**src/rtl/pwm_ramp_gen_if.sv**
```systemverilog
// Duty/enable request from the motor controller and the resulting PWM drive/status.
interface pwm_ramp_gen_if;
  logic        en;
  logic [31:0] duty;
  logic        signal;
  logic [31:0] cur_duty;
  logic        at_target;
  logic        frame_start;
  logic [1:0]  state;

  modport master (
    output en, duty,
    input  signal, cur_duty, at_target, frame_start, state
  );

  modport slave (
    input  en, duty,
    output signal, cur_duty, at_target, frame_start, state
  );
endinterface

```
**src/rtl/pwm_ramp_gen.sv**
```systemverilog
// Frame-based PWM generator; duty is slew-limited to STEP per frame and only
// changes at the frame wrap, giving soft start/stop on the motor drive.
module pwm_ramp_gen #(
  parameter int unsigned PERIOD = 100000,
  parameter int unsigned STEP   = 1900
) (
  input  logic           clck,
  input  logic           reset,
  pwm_ramp_gen_if.slave  bus
);

  typedef enum logic [1:0] {
    IDLE      = 2'd0,
    RAMP_UP   = 2'd1,
    HOLD      = 2'd2,
    RAMP_DOWN = 2'd3
  } state_t;

  localparam logic [31:0] PER  = 32'(PERIOD);
  localparam logic [31:0] LAST = 32'(PERIOD - 1);
  localparam logic [31:0] STP  = 32'(STEP);

  logic [31:0] cnt, cnt_nxt;
  logic [31:0] cur, cur_nxt;
  logic [31:0] tgt, tgt_nxt;
  logic        wrap;
  logic        sig;
  logic        fs;
  state_t      st;

  // Target is clamped to PERIOD so cur never exceeds it and cur+STP cannot wrap.
  always_comb begin
    wrap    = (cnt == LAST);
    cnt_nxt = wrap ? 32'd0 : cnt + 32'd1;
    tgt_nxt = 32'd0;
    if (bus.en)
      tgt_nxt = (bus.duty > PER) ? PER : bus.duty;
    if (tgt_nxt >= cur)
      cur_nxt = (tgt_nxt - cur <= STP) ? tgt_nxt : cur + STP;
    else
      cur_nxt = (cur - tgt_nxt <= STP) ? tgt_nxt : cur - STP;
  end

  always_ff @(posedge clck or negedge reset) begin
    if (!reset) begin
      cnt <= 32'd0;
      cur <= 32'd0;
      tgt <= 32'd0;
      sig <= 1'b0;
      fs  <= 1'b0;
      st  <= IDLE;
    end else begin
      cnt <= cnt_nxt;
      fs  <= wrap;
      if (wrap) begin
        cur <= cur_nxt;
        tgt <= tgt_nxt;
        // New duty applies on the cnt=0 cycle itself, so full duty never glitches low.
        sig <= (cur_nxt != 32'd0);
        if (cur_nxt < tgt_nxt)      st <= RAMP_UP;
        else if (cur_nxt > tgt_nxt) st <= RAMP_DOWN;
        else if (tgt_nxt == 32'd0)  st <= IDLE;
        else                        st <= HOLD;
      end else begin
        sig <= (cnt_nxt < cur);
      end
    end
  end

  assign bus.signal      = sig;
  assign bus.cur_duty    = cur;
  assign bus.at_target   = (cur == tgt);
  assign bus.frame_start = fs;
  assign bus.state       = st;

endmodule
```
**src/flat_wrapper.sv**
```systemverilog
// flat-port wrapper written by rule: the top's interface ports become plain ports
module pwm_ramp_gen_flat 
#(
  parameter int unsigned PERIOD = 100000,
  parameter int unsigned STEP   = 1900
)
  (clck, reset, bus_en, bus_duty, bus_signal, bus_cur_duty, bus_at_target, bus_frame_start, bus_state);
  pwm_ramp_gen_if bus_i ();
  input  logic clck;
  input  logic reset;
  input wire logic [$bits(bus_i.en)-1:0] bus_en;
  input wire logic [$bits(bus_i.duty)-1:0] bus_duty;
  output wire logic [$bits(bus_i.signal)-1:0] bus_signal;
  output wire logic [$bits(bus_i.cur_duty)-1:0] bus_cur_duty;
  output wire logic [$bits(bus_i.at_target)-1:0] bus_at_target;
  output wire logic [$bits(bus_i.frame_start)-1:0] bus_frame_start;
  output wire logic [$bits(bus_i.state)-1:0] bus_state;
  assign bus_i.en = bus_en;
  assign bus_i.duty = bus_duty;
  assign bus_signal = bus_i.signal;
  assign bus_cur_duty = bus_i.cur_duty;
  assign bus_at_target = bus_i.at_target;
  assign bus_frame_start = bus_i.frame_start;
  assign bus_state = bus_i.state;
  pwm_ramp_gen #(.PERIOD(PERIOD), .STEP(STEP)) u_core (.clck(clck), .reset(reset), .bus(bus_i));
endmodule
```
**config.mk**
```make
export PLATFORM = sky130hd
export DESIGN_NAME = pwm_ramp_gen_flat
export DESIGN_NICKNAME = d
export VERILOG_FILES = /design/src/rtl/pwm_ramp_gen_if.sv /design/src/rtl/pwm_ramp_gen.sv /design/src/flat_wrapper.sv
export SDC_FILE = /design/constraint.sdc
export NUM_CORES = 1
export LEC_CHECK = 0
export ABC_AREA = 1
export CORE_UTILIZATION = 31
export DETAILED_ROUTE_END_ITERATION = 12
export GPL_TIMING_DRIVEN = 0
export PLACE_DENSITY = 0.58
export REMOVE_ABC_BUFFERS = 1
export SYNTH_ARGS = -nofsm -noshare
export SYNTH_HDL_FRONTEND = slang
export SYNTH_SLANG_ARGS = --single-unit
```
**constraint.sdc**
```tcl
create_clock -name clck -period 5.2 [get_ports clck]
set_input_delay 1.04 -clock clck [delete_from_list [all_inputs] [get_ports clck]]
set_output_delay 1.04 -clock clck [all_outputs]
set_load 0.05 [all_outputs]
```
## Yosys cells after proc, flatten, opt, wreduce, memory -nomap -nowiden

Cells that the tools add are included.

- Bits in registers: 100
- Input port bits: 35
- Output and inout bits: 37
- Word-level logic and storage cells: 32

- $add $sub $neg: 5
- Order comparisons: 7
- Equality and inequality tests: 2
- Multiplexer cells: 10
- Reductions and logical operators: 2

Operators with widths:

| operator | count |
|---|---|
| 32-bit two-way mux | 6 |
| 32-bit by 11-bit less-or-equal comparator with 1-bit output (second input constant) | 2 |
| 32-bit less-than comparator | 2 |
| 32-bit subtractor | 2 |
| 32-bit by 1-bit adder with 32-bit output (second input constant) | 1 |
| 32-bit by 11-bit adder with 32-bit output (second input constant) | 1 |
| 32-bit by 17-bit equality test with 1-bit output (second input constant) | 1 |
| 32-bit equality test | 1 |
| 32-bit greater-or-equal comparator | 1 |
| 32-bit by 17-bit greater-than comparator with 1-bit output (second input constant) | 1 |
| 32-bit greater-than comparator | 1 |
| 32-bit logical NOT | 1 |
| 32-bit nonzero test | 1 |
| 32-bit by 11-bit subtractor with 32-bit output (second input constant) | 1 |
| 2-bit two-way mux | 3 |
| 1-bit two-way mux | 1 |

## Longest topological paths before layout

Gate-level depths: netlist (run 1).

- Depth in word-level cells: 10
- Mapped depth: 43
- Gate-level depth less buffers: 42

## Least setup slack after synthesis (run 1)

OpenSTA, ideal clock, no wires.

- Path kind: input port to flip-flop
- Start point: input bus_duty[12]
- End point: register u_core.st[1], in the netlist u_core.bus.state[1]
- Library setup time: 0.131 ns
- Arrival time: 5.428 ns
- Required time: 5.069 ns
- Setup slack: -0.360 ns
- Stages: 38
- Buffers on the path: 2
- Cell sequence: nor2_1 -> nand2_1 -> nor3_1 -> nand4_1 -> nand4_1 -> nand2_1 -> o21ai_0 -> inv_1 -> ha_1 -> buf_2 -> nand2_2 -> nor2_2 -> nand2_1 -> nand3_1 -> nand2_1 -> nand2_1 -> nand2_1 -> nand2_1 -> [2 not listed] -> nand3_1 -> nor2_4 -> nand2_4 -> buf_6 -> nand2_1 -> nand3_1 -> nand2_1 -> inv_1 -> ha_1 -> nand2_1 -> inv_1 -> nand3_1 -> nor3_1 -> nand2_1 -> and3b_1 -> nand4_1 -> o41ai_1 -> nand2_1

- Word-level cells in the longest chain between the ends: 10
- Elaborated cells between the ends (all ways): 17
- Those cells by class: 2 x add/sub; 6 x order compare; 8 x mux; 1 x reduce/logical

RTL lines:

| item | line | RTL |
|---|---|---|
| start, declared | flat_wrapper.sv:12 | `input wire logic [$bits(bus_i.duty)-1:0] bus_duty;` |
| 32-bit by 17-bit greater-than comparator with 1-bit output (*) | pwm_ramp_gen.sv:37 | `tgt_nxt = (bus.duty > PER) ? PER : bus.duty;` |
| 32-bit two-way mux (*) | pwm_ramp_gen.sv:37 |  |
| 32-bit two-way mux (*) | pwm_ramp_gen.sv:36 | `if (bus.en)` |
| via u_core.tgt_nxt[5] | pwm_ramp_gen.sv:25 | `logic [31:0] tgt, tgt_nxt;` |
| 32-bit subtractor, on equally long branches | pwm_ramp_gen.sv:41, pwm_ramp_gen.sv:39 |  |
| 32-bit by 11-bit less-or-equal comparator with 1-bit output, on equally long branches | pwm_ramp_gen.sv:41, pwm_ramp_gen.sv:39 |  |
| 32-bit two-way mux, on equally long branches | pwm_ramp_gen.sv:41, pwm_ramp_gen.sv:39 |  |
| 32-bit two-way mux (*) | pwm_ramp_gen.sv:38 | `if (tgt_nxt >= cur)` |
| via u_core.cur_nxt[15] | pwm_ramp_gen.sv:24 | `logic [31:0] cur, cur_nxt;` |
| 32-bit greater-than comparator | pwm_ramp_gen.sv:61 | `else if (cur_nxt > tgt_nxt) st <= RAMP_DOWN;` |
| 2-bit two-way mux | pwm_ramp_gen.sv:61 |  |
| 2-bit two-way mux (*) | pwm_ramp_gen.sv:60 | `if (cur_nxt < tgt_nxt) st <= RAMP_UP;` |
| end signal, assigned | pwm_ramp_gen.sv:60 |  |
| end signal, assigned | pwm_ramp_gen.sv:61 |  |
| end signal, assigned | pwm_ramp_gen.sv:62 | `else if (tgt_nxt == 32'd0) st <= IDLE;` |
| end, declared | pwm_ramp_gen.sv:29 | `state_t st;` |

Mark *: on every way through the listed nets, which the timed path passes. The rest lies on a longest branch.
A chain may end at the register's enable or synchronous reset.

## Final worst setup path (run 1)

- Start point: input bus_duty[11]
- End point: register u_core.st[1], in the netlist u_core.bus.state[1]

The elaborated chain is that of the path after synthesis.

==> flow_metrics.env, run 1 <==
export IMPL_dieArea_um2=44640
export IMPL_final_area_um2=18050
export IMPL_dp_hpwl_um=39960
export IMPL_drive_above_1_share_pct=19.80
export IMPL_violations="negative setup slack"
export IMPL_intPower_uw=1221
export IMPL_slew_headroom_pct=19.54
export IMPL_rsz0062_at_grt="yes"
export IMPL_grt_overflow=0
export IMPL_critPathKind="in2reg"
export IMPL_place_area_um2=15020
export IMPL_grt_pass1_vias=15191
export IMPL_drc_errors=0
export IMPL_startpoint_type="primary input"
export IMPL_total_leakage_power_uw=0.009527
export IMPL_synth_distinct_cells=53
export IMPL_hold_ws_ns=0.4813
export IMPL_synth_warnings=0
export IMPL_yosysSeqAreaShare_pct=18.43
export IMPL_gp_congestion=0.9336
export IMPL_cts_htree_levels=3
export IMPL_power_density_nw_per_um2=95.93
export IMPL_die_height_um=211.3
export IMPL_max_freq_mhz=159.5
export IMPL_area_growth_pct=32.92
export IMPL_crit_path_max_fanout=6
export IMPL_nNetsFinal=2712
export IMPL_clkTransAtPathRegs_ns=0.08
export IMPL_cts_made_buffers=9
export IMPL_cts_root_buf="clkbuf_16"
export IMPL_ys_top_cells_by_area="nand2_1 22%, dfrtp_1 18%, ha_1 12%"
export IMPL_drt_pass1_iter_count=5
export IMPL_ys_ff_latch=100
export IMPL_fin_skew_ns=0.01519
export IMPL_final_max_slew_viol_count=0
export IMPL_post_synth_top_count_cell="nand2_1"
export IMPL_path_common_cell="nand2_1"
export IMPL_ys_flop_type="dfrtp_1"
export IMPL_status="finished, violations left"
export IMPL_tightest_slew_ns=1.199
export IMPL_cp_end_kind="flop"
export IMPL_syn_inst=2320
export IMPL_total_power_uw=1731
export IMPL_initial_core_util_pct=31.45
export IMPL_slowest_delay_ns=0.34
export IMPL_hold_viol_final=0
export IMPL_clk_latency_ns=0.37
export IMPL_ff2ff_setup_slack_ns=-0.31
export IMPL_clockPowerShare_pct=37.6
export IMPL_clock_sinks=100
export IMPL_setup_viol=3
export IMPL_antenna_found_initial=0
export IMPL_synth_edf_count=0
export IMPL_grt_pass1_wl_um=82780
export IMPL_io_pins=72
export IMPL_async_flop_share_pct=100.0
export IMPL_portBuffers=71
export IMPL_vias_per_cell=5.008
export IMPL_p_comb_share_pct=17.5
export IMPL_max_vdd_ir_drop_v=0.0001307
export IMPL_switching_share_pct=29.48
export IMPL_synthTopCellsByCount="796 x nand2_1, 401 x inv_1, 207 x nand3_1"
export IMPL_tritoncts="done"
export IMPL_finalCritPeriodShare_pct=120.6
export IMPL_drt_total_wl_um=53860
export IMPL_hold_class="reg2reg"
export IMPL_drtAntennaViolNets=0
export IMPL_worstPathArrival_ns=6.58
export IMPL_core_area_um2=43170
export IMPL_fp_dieW_um=211.3
export IMPL_synth_avg_cell_area_um2=5.853
export IMPL_rows=76
export IMPL_r2r_cells=30
export IMPL_fin_crit_ns=6.271
export IMPL_p_sw_uw=510.3
export IMPL_synth_top_area_share_pct=22.01
export IMPL_clk_path_buf_depth=2
export IMPL_grt_max_degree=52
export IMPL_yosysTopAreaCell="nand2_1"
export IMPL_seq_power_share_pct=44.9
export IMPL_cap_violations=0
export IMPL_hold_depth=2
export IMPL_num_antenna_cells=0
export IMPL_routed_via_count=15706
export IMPL_cpMaxStageDelayCell="ha_4"
export IMPL_synth_area_um2=13580
export IMPL_setup_ws_ns=-1.071
export IMPL_drt_initial_drc_count=1134
export IMPL_required_ns=5.51
export IMPL_grt_usage_pct=24.01
export IMPL_wl_per_cell_um=17.17
export IMPL_nFillCells=4590
[critical path: cells and delay by family]
family,cells,cell delay (ns)
fa+ha+maj,2,0.59
simple gates,21,2.55
compound gates,5,0.89
buf+inv,12,1.47
[layout by cell type, fill, tap and decap left out, types with 6 or more instances in the layout]
| cell | Yosys | final |
|---|---|---|
| nand2_1 | 796 | 677 |
| inv_1 | 401 | 358 |
| nand3_1 | 207 | 190 |
| nor2_1 | 169 | 141 |
| buf_4 | 5 | 121 |
| nand2_2 | 5 | 102 |
| dfrtp_1 | 100 | 100 |
| ha_1 | 130 | 98 |
| o21ai_0 | 78 | 72 |
| a21oi_1 | 87 | 68 |
| xor2_1 | 68 | 68 |
| nand4_1 | 57 | 57 |
| conb_1 | 2 | 44 |
| inv_2 | 5 | 43 |
| clkdlybuf4s50_1 | 0 | 37 |
| nor2_4 | 4 | 35 |
| nor3_1 | 38 | 35 |
| ha_4 | 0 | 26 |
| nand2_4 | 2 | 20 |
| buf_6 | 7 | 18 |
| nor4_1 | 21 | 17 |
| xnor2_1 | 17 | 17 |
| nand3_2 | 1 | 15 |
| dlygate4sd2_1 | 0 | 14 |
| buf_12 | 0 | 14 |
| nor2_2 | 16 | 13 |
| a21oi_2 | 1 | 12 |
| clkdlybuf4s15_1 | 0 | 11 |
| o21bai_1 | 9 | 9 |
| clkbuf_16 | 0 | 9 |
| a21oi_4 | 0 | 8 |
| or2_2 | 7 | 7 |
| nor3_2 | 4 | 6 |
| nand2_8 | 0 | 6 |
| o21ai_4 | 0 | 6 |
| ha_2 | 0 | 6 |
[cell type report]
| class | count | area (um2) | share of cell area [%] |
|---|---|---|---|
| multi-input combinational | 1801 | 10870 | 60.22 |
| sequential | 100 | 2502 | 13.87 |
| timing repair buffer | 221 | 2095 | 11.61 |
| inverter | 413 | 1574 | 8.722 |
| tap | 585 | 732.0 | 4.056 |
| clock buffer | 11 | 242.7 | 1.345 |
| clock inverter | 4 | 26.28 | 0.1456 |
| timing repair inverter | 1 | 7.507 | 0.04160 |
[worst paths after layout]
| kind | start | endpoint |
|---|---|---|
| worst min register to register | u_core.bus.state[1] | u_core.bus.state[1] |
| max in group asynchronous | reset | u_core.bus.cur_duty[27] |
| min in group asynchronous | reset | u_core.cnt[26] |
| worst min-delay path | u_core.bus.state[1] | u_core.bus.state[1] |
| worst max-delay path | bus_duty[11] | u_core.bus.state[1] |
| worst max register to register | u_core.bus.cur_duty[19] | u_core.bus.state[1] |
[layer usage]
metal / GRT usage, % / part of all wire, %
met3: 1.873 / 5.1
met5: 0 / 0
met2: 40.93 / 47
met1: 31.14 / 44
met4: 9.920 / 4.4
[timing repair]
action,4_1_cts,5_1_grt
cloned,5,0
hold buffers,0,0
resized for setup,351,128
endpoints found under the hold margin,0,0
pin swaps,105,82
setup buffers,110,32
setup endpoints to repair,35,12
[flip-flops by register name, summed over array words and instances, names as in the netlist]
register / count
u_core.bus.cur_duty: 32
u_core.bus.frame_start: 1
u_core.bus.signal: 1
u_core.bus.state: 2
u_core.cnt: 32
u_core.tgt: 32
[power groups by stage]
stage / sequential (uW) / clock [uW] / combinational (uW)
3_5_place_dp: 792 / 0 / 239
6_report: 777 / 650 / 304
2_1_floorplan: 793 / 0 / 139
3_3_place_gp: 793 / 0 / 234
4_1_cts: 777 / 667 / 281
5_1_grt: 777 / 687 / 334
[through the flow]
step | util [%] | setup WS [ns] | instances | setup TNS (ns)
floorplan | - | -1.171 | 2311 | -3.999
global placement | 34.52 | -4.863 | 2967 | -232.82
detailed placement | 34.79 | -3.981 | 2975 | -69.92
CTS | 40.29 | -0.8655 | 3105 | -2.369
global route | 41.80 | -1.243 | 3136 | -3.589
finish | 41.80 | -1.071 | 3136 | -3.109
[logic make-up after synthesis]
logic type | synth area share, %
compound gates | 8.164
xor+xnor | 5.483
fa+ha+maj | 11.98
buf+inv | 13.47
flops | 18.43
other cells | 0.05531
simple gates | 42.42
(Power assumes the default switching activity.)
==> run 2: changes to the inputs <==
clock period = 6.9 ns   (was 5.2 ns; I/O delays follow)
==> flow_metrics.env, run 2 (synthesis results as in run 1) <==
export IMPL_die_height_um=211.3
export IMPL_drt_initial_drc_count=1129
export IMPL_slew_headroom_pct=19.26
export IMPL_setup_ws_ns=0.1427
export IMPL_clock_sinks=100
export IMPL_ctsHoldBuffers=0
export IMPL_cts_made_buffers=9
export IMPL_vias_per_cell=5.004
export IMPL_power_density_nw_per_um2=74.80
export IMPL_area_growth_pct=27.25
export IMPL_drive_above_1_share_pct=14.07
export IMPL_cap_violations=0
export IMPL_critPathKind="in2reg"
export IMPL_max_freq_mhz=148.0
export IMPL_finish_utilization_pct=40.02
export IMPL_required_ns=7.15
export IMPL_dieArea_um2=44640
export IMPL_hold_ws_ns=0.4823
export IMPL_path_common_cell="nand2_1"
export IMPL_fin_skew_ns=0.01584
export IMPL_cp_end_kind="flop"
export IMPL_clkTransAtPathRegs_ns=0.08
export IMPL_nNetsFinal=2663
export IMPL_wl_per_cell_um=17.04
export IMPL_grt_pass1_wl_um=80240
export IMPL_gp_congestion=0.9336
export IMPL_grt_overflow=0
export IMPL_grt_max_degree=52
export IMPL_crit_path_max_fanout=7
export IMPL_hold_class="reg2reg"
export IMPL_timing_rr_end="u_core.bus.state[1]"
export IMPL_tightest_slew_ns=1.204
export IMPL_clk_path_buf_depth=2
export IMPL_startpoint_type="primary input"
export IMPL_dp_cells=2975
export IMPL_drtAntennaViolNets=0
export IMPL_critPathCapture="u_core.bus.state[1]"
export IMPL_final_max_slew_viol_count=0
export IMPL_worstReg2RegStart="u_core.bus.cur_duty[19]"
export IMPL_grt_pass1_vias=14643
export IMPL_drt_pass1_iter_count=6
export IMPL_worstPathArrival_ns=7.01
export IMPL_total_leakage_power_uw=0.009195
export IMPL_startpoint="bus_en"
export IMPL_layout_commonest_cell="nand2_1"
export IMPL_cp_depth=33
export IMPL_tritoncts="done"
export IMPL_initial_core_util_pct=31.45
export IMPL_path_buf_inv=7
export IMPL_clk_latency_ns=0.37
export IMPL_total_power_uw=1292
export IMPL_crit_family="simple AND/OR/NAND/NOR gates"
export IMPL_r2r_cells=26
export IMPL_fin_crit_ns=6.757
export IMPL_final_cells=3087
export IMPL_drt_total_wl_um=52600
export IMPL_io_pins=72
export IMPL_routed_via_count=15447
export IMPL_ff2ff_setup_slack_ns=1.43
export IMPL_hold_viol_final=0
export IMPL_status="completed"
export IMPL_rows=76
export IMPL_finalCritPeriodShare_pct=97.93
export IMPL_slowest_delay_ns=0.94
export IMPL_dp_worst_setup_slack_ns=-2.621
export IMPL_final_cell_mix="730 x nand2_1, 377 x inv_1, 196 x nand3_1, 145 x nor2_1, 107 x ha_1"
export IMPL_antenna_found_initial=0
export IMPL_cpMaxStageDelayCell="clkdlybuf4s50_1"
export IMPL_cts_htree_levels=3
export IMPL_num_antenna_cells=0
export IMPL_cts_root_buf="clkbuf_16"
export IMPL_nFillCells=4672
export IMPL_grt_usage_pct=23.26
export IMPL_drc_errors=0
export IMPL_core_area_um2=43170
export IMPL_setup_viol=0
export IMPL_dp_hpwl_um=39960
export IMPL_fp_dieW_um=211.3
export IMPL_max_vdd_ir_drop_v=0.00009808
export IMPL_portBuffers=71
-- run 2: worst register-to-register path, stage by stage, from the launching register on --
cell and delay, ns:
dfrtp_1 0.56, inv_1 0.40, ha_1 0.44, nand2_1 0.18
nor2_1 0.39, nand2_1 0.22, nor2_1 0.20, nand2_1 0.15
nand3_1 0.11, nand2_1 0.05, nand2_1 0.07, nand2_1 0.15
nor2_4 0.18, buf_4 0.17, nand3_4 0.11, buf_6 0.16
nand2_1 0.06, nand3_1 0.08, nand2_2 0.11, inv_1 0.06
ha_1 0.30, nand2_2 0.10, nor4_4 0.35, and3b_2 0.27
nand4_1 0.11, o41ai_2 0.31, nand2_1 0.09
-- run 2: through the flow --
stage | area, um2 | setup TNS (ns)
after floorplan | 13460 | 0
after global placement | 14900 | -71.32
after detailed placement | 15020 | -22.32
after CTS | 16440 | 0
after global routing | 17280 | -0.1086
final | 17280 | 0
-- run 2: worst min path at each step --
stage | endpoint | slack [ns] | start | depth (start not counted)
detailed placement | u_core.cnt[0] | 0.48 | u_core.cnt[0] | 1
global placement | u_core.bus.state[1] | 0.47 | u_core.bus.state[1] | 2
finish | u_core.cnt[0] | 0.48 | u_core.cnt[0] | 1
floorplan | u_core.cnt[0] | 0.44 | u_core.cnt[0] | 1
global route | u_core.tgt[28] | 0.52 | u_core.tgt[28] | 2
CTS | u_core.cnt[0] | 0.49 | u_core.cnt[0] | 1
-- run 2: power breakdown --
group | switching, uW | total (uW) | internal, uW
logic | 140 | 217 | 76.9
clock network | 237 | 490 | 252
registers | 0 | 586 | 586
total | 377 | 1290 | 915
-- run 2: area by class of cell --
type	instances	area (um2)	area share, %
Clock buffer	11	242.7	1.405
Clock inverter	4	26.28	0.1521
Inverter	413	1569	9.081
Multi-Input combinational cell	1801	10470	60.61
Sequential cell	100	2502	14.48
Tap cell	585	732.0	4.236
Timing Repair Buffer	172	1727	9.994
Timing Repair inverter	1	7.507	0.04345
-- run 2: per-layer routing --
layer / GRT usage [%] / wire length [um] / vias to the layer above
li1: - / - / 7637
met1: 30.65 / 23180 / 7196
met2: 39.80 / 24950 / 508
met3: 1.680 / 2724 / 106
met4: 8.196 / 1749 / 0
met5: 0 / 0 / -
-- run 2: timing repair --
action	CTS	global route
setup endpoints to repair	35	2
pin swaps	32	56
gates cloned	4	1
setup buffers	56	36
resized for setup	153	135
==> run 3: changes to the inputs <==
ABC_AREA = unset   (was 1)
SLEW_MARGIN = 10   (was unset)
==> flow_metrics.env, run 3 <==
export IMPL_status="finished, violations left"
export IMPL_violations="negative setup slack"
export IMPL_cpMaxStageDelayCell="a21oi_1"
export IMPL_power_density_nw_per_um2=85.38
export IMPL_rows=70
export IMPL_drt_pass1_iter_count=5
export IMPL_startpoint_type="primary input"
export IMPL_core_area_um2=36870
export IMPL_antenna_found_initial=0
export IMPL_fin_skew_ns=0.01582
export IMPL_ys_flop_type="dfrtp_1"
export IMPL_cts_htree_levels=3
export IMPL_post_synth_top_count_cell="nand2_1"
export IMPL_nNetsFinal=1888
export IMPL_final_cell_mix="170 x nand2_1, 116 x buf_4, 110 x ha_1, 107 x o21ai_0, 100 x dfrtp_1"
export IMPL_num_antenna_cells=0
export IMPL_cp_end_kind="flop"
export IMPL_portBuffers=71
export IMPL_drtAntennaViolNets=0
export IMPL_slowest_delay_ns=0.54
export IMPL_crit_family="simple AND/OR/NAND/NOR gates"
export IMPL_clock_sinks=100
export IMPL_tritoncts="done"
export IMPL_path_buf_inv=3
export IMPL_die_height_um=196.3
export IMPL_clk_latency_ns=0.36
export IMPL_layout_commonest_cell="nand2_1"
export IMPL_async_flop_share_pct=100.0
export IMPL_synth_adder_area_share_pct=13.89
export IMPL_rsz0062_at_grt="yes"
export IMPL_drc_errors=0
export IMPL_timing_rr_end="u_core.bus.state[1]"
export IMPL_synth_simple_area_share_pct=25.13
export IMPL_drt_initial_drc_count=1253
export IMPL_dp_hpwl_um=35770
export IMPL_grt_overflow=0
export IMPL_setup_ws_ns=-1.095
export IMPL_gp_congestion=0.9478
export IMPL_hold_class="reg2reg"
export IMPL_grt_pass1_vias=12570
export IMPL_yosysTopAreaCell="dfrtp_1"
export IMPL_total_leakage_power_uw=0.006612
export IMPL_cts_made_buffers=9
export IMPL_tightest_slew_ns=0.9506
export IMPL_final_max_slew_viol_count=0
export IMPL_grt_usage_pct=24.44
export IMPL_cts_root_buf="clkbuf_16"
export IMPL_synth_warnings=0
export IMPL_muxShareOfSynthArea_pct=1.154
export IMPL_routed_via_count=12951
export IMPL_vias_per_cell=5.805
export IMPL_clk_path_buf_depth=2
export IMPL_setup_viol=3
export IMPL_drt_total_wl_um=47780
export IMPL_ys_top_cells_by_area="dfrtp_1 21%, ha_1 14%, nand2_1 6.0%"
export IMPL_worstReg2RegStart="u_core.bus.cur_duty[20]"
export IMPL_required_ns=7.15
export IMPL_io_pins=72
export IMPL_synth_distinct_cells=83
export IMPL_hold_viol_final=0
export IMPL_ctsHoldBuffers=0
export IMPL_synthTopCellsByCount="187 x nand2_1, 139 x o21ai_0, 130 x ha_1"
export IMPL_slew_headroom_pct=34.99
export IMPL_r2r_cells=24
export IMPL_ff2ff_setup_slack_ns=0.59
export IMPL_max_vdd_ir_drop_v=0.00009887
export IMPL_synth_top_area_share_pct=21.37
export IMPL_dieArea_um2=38550
export IMPL_path_common_cell="nand4_1"
export IMPL_synth_edf_count=0
export IMPL_cap_violations=0
export IMPL_fin_crit_ns=7.995
export IMPL_grt_max_degree=67
export IMPL_yosysSeqAreaShare_pct=21.37
export IMPL_hold_depth=2
export IMPL_worstPathArrival_ns=8.24
export IMPL_drive_above_1_share_pct=21.54
export IMPL_holdPathEnd="u_core.bus.state[1]"
export IMPL_synth_compound_area_share_pct=25.46
export IMPL_grt_pass1_wl_um=73000
export IMPL_cp_depth=27
export IMPL_synth_avg_cell_area_um2=7.632
export IMPL_syn_inst=1534
export IMPL_ys_ff_latch=100
export IMPL_fp_dieW_um=196.3
export IMPL_clkTransAtPathRegs_ns=0.08
export IMPL_wl_per_cell_um=21.41
export IMPL_critPathKind="in2reg"
export IMPL_area_growth_pct=32.27
export IMPL_finalCritPeriodShare_pct=115.9
export IMPL_initial_core_util_pct=31.75
export IMPL_hold_ws_ns=0.5040
export IMPL_yosys_area_share_xor_xnor_pct=7.930
export IMPL_synth_top_family_by_area="compound AO/OA/AOI/OAI gates"
export IMPL_synth_area_um2=11710
export IMPL_crit_path_max_fanout=12
export IMPL_max_freq_mhz=125.1
export IMPL_total_power_uw=1322
export IMPL_hold_path_startpoint="u_core.bus.state[1]"
[run 3: worst register-to-register path: cells and delay by family, from the launching register on]
kind            cells  cell delay, ns
xor+xnor            1            0.08
simple gates        9            1.75
buf+inv             4            0.79
compound gates      8            2.13
flops               1            0.66
fa+ha+maj           2            0.80
[run 3: metal layers]
| metal | vias to the layer above | GRT usage (%) | routed length (um) |
|---|---|---|---|
| li1 | 6012 | - | - |
| met1 | 6235 | 32.26 | 20320 |
| met2 | 566 | 39.74 | 22100 |
| met3 | 138 | 2.225 | 2892 |
| met4 | 0 | 12.53 | 2469 |
| met5 | - | 0 | 0 |
[run 3: worst max path at each step]
stage	from	end	slack [ns]
finish	bus_duty[28]	u_core.bus.state[1]	-1.10
floorplan	bus_duty[0]	u_core.bus.state[1]	-1.59
global route	bus_duty[0]	u_core.bus.state[1]	-1.26
CTS	bus_duty[1]	u_core.bus.state[1]	-0.94
detailed placement	bus_duty[0]	u_core.bus.state[1]	-5.08
global placement	bus_duty[0]	u_core.bus.state[1]	-5.58
[run 3: final cells by class]
cell class / instances / area, um2
clock buffers: 9 / 225.2
well taps: 504 / 630.6
repair buffers: 208 / 1882
clock inverters: 6 / 65.06
multi-input cells: 1341 / 9931
inverters: 63 / 249.0
flip-flops and latches: 100 / 2502
fillers: 3657 / 21390
[run 3: power breakdown]
group,switching (uW),internal (uW)
Clock,239,280
Combinational,131,85.4
Sequential,0,586
Total,371,951
[run 3: cell families (layout without fill, tap and decap cells)]
| group | count (synthesis) | count (layout) |
|---|---|---|
| xor+xnor | 106 | 106 |
| compound gates | 463 | 463 |
| simple gates | 584 | 585 |
| mux | 13 | 13 |
| other cells | 2 | 44 |
| buf+inv | 136 | 286 |
| fa+ha+maj | 130 | 130 |
| flops | 100 | 100 |
[run 3: timing repair]
action / in CTS / in global routing
gates resized for setup: 245 / 69
setup endpoints to repair: 35 / 7
setup buffers: 102 / 27
pin swaps: 80 / 58
cloned: 1 / 0
[run 3: stage by stage]
step / util, % / instances / cell area [um2] / setup TNS [ns] / setup slack [ns]
global placement: 34.87 / 2078 / 12860 / -112.09 / -5.581
global route: 42.00 / 2231 / 15480 / -3.468 / -1.258
floorplan: - / 1503 / 11520 / -9.644 / -1.593
detailed placement: 35.26 / 2087 / 13000 / -91.85 / -5.082
finish: 42.00 / 2231 / 15480 / -2.796 / -1.095
CTS: 40.73 / 2205 / 15020 / -2.707 / -0.9396
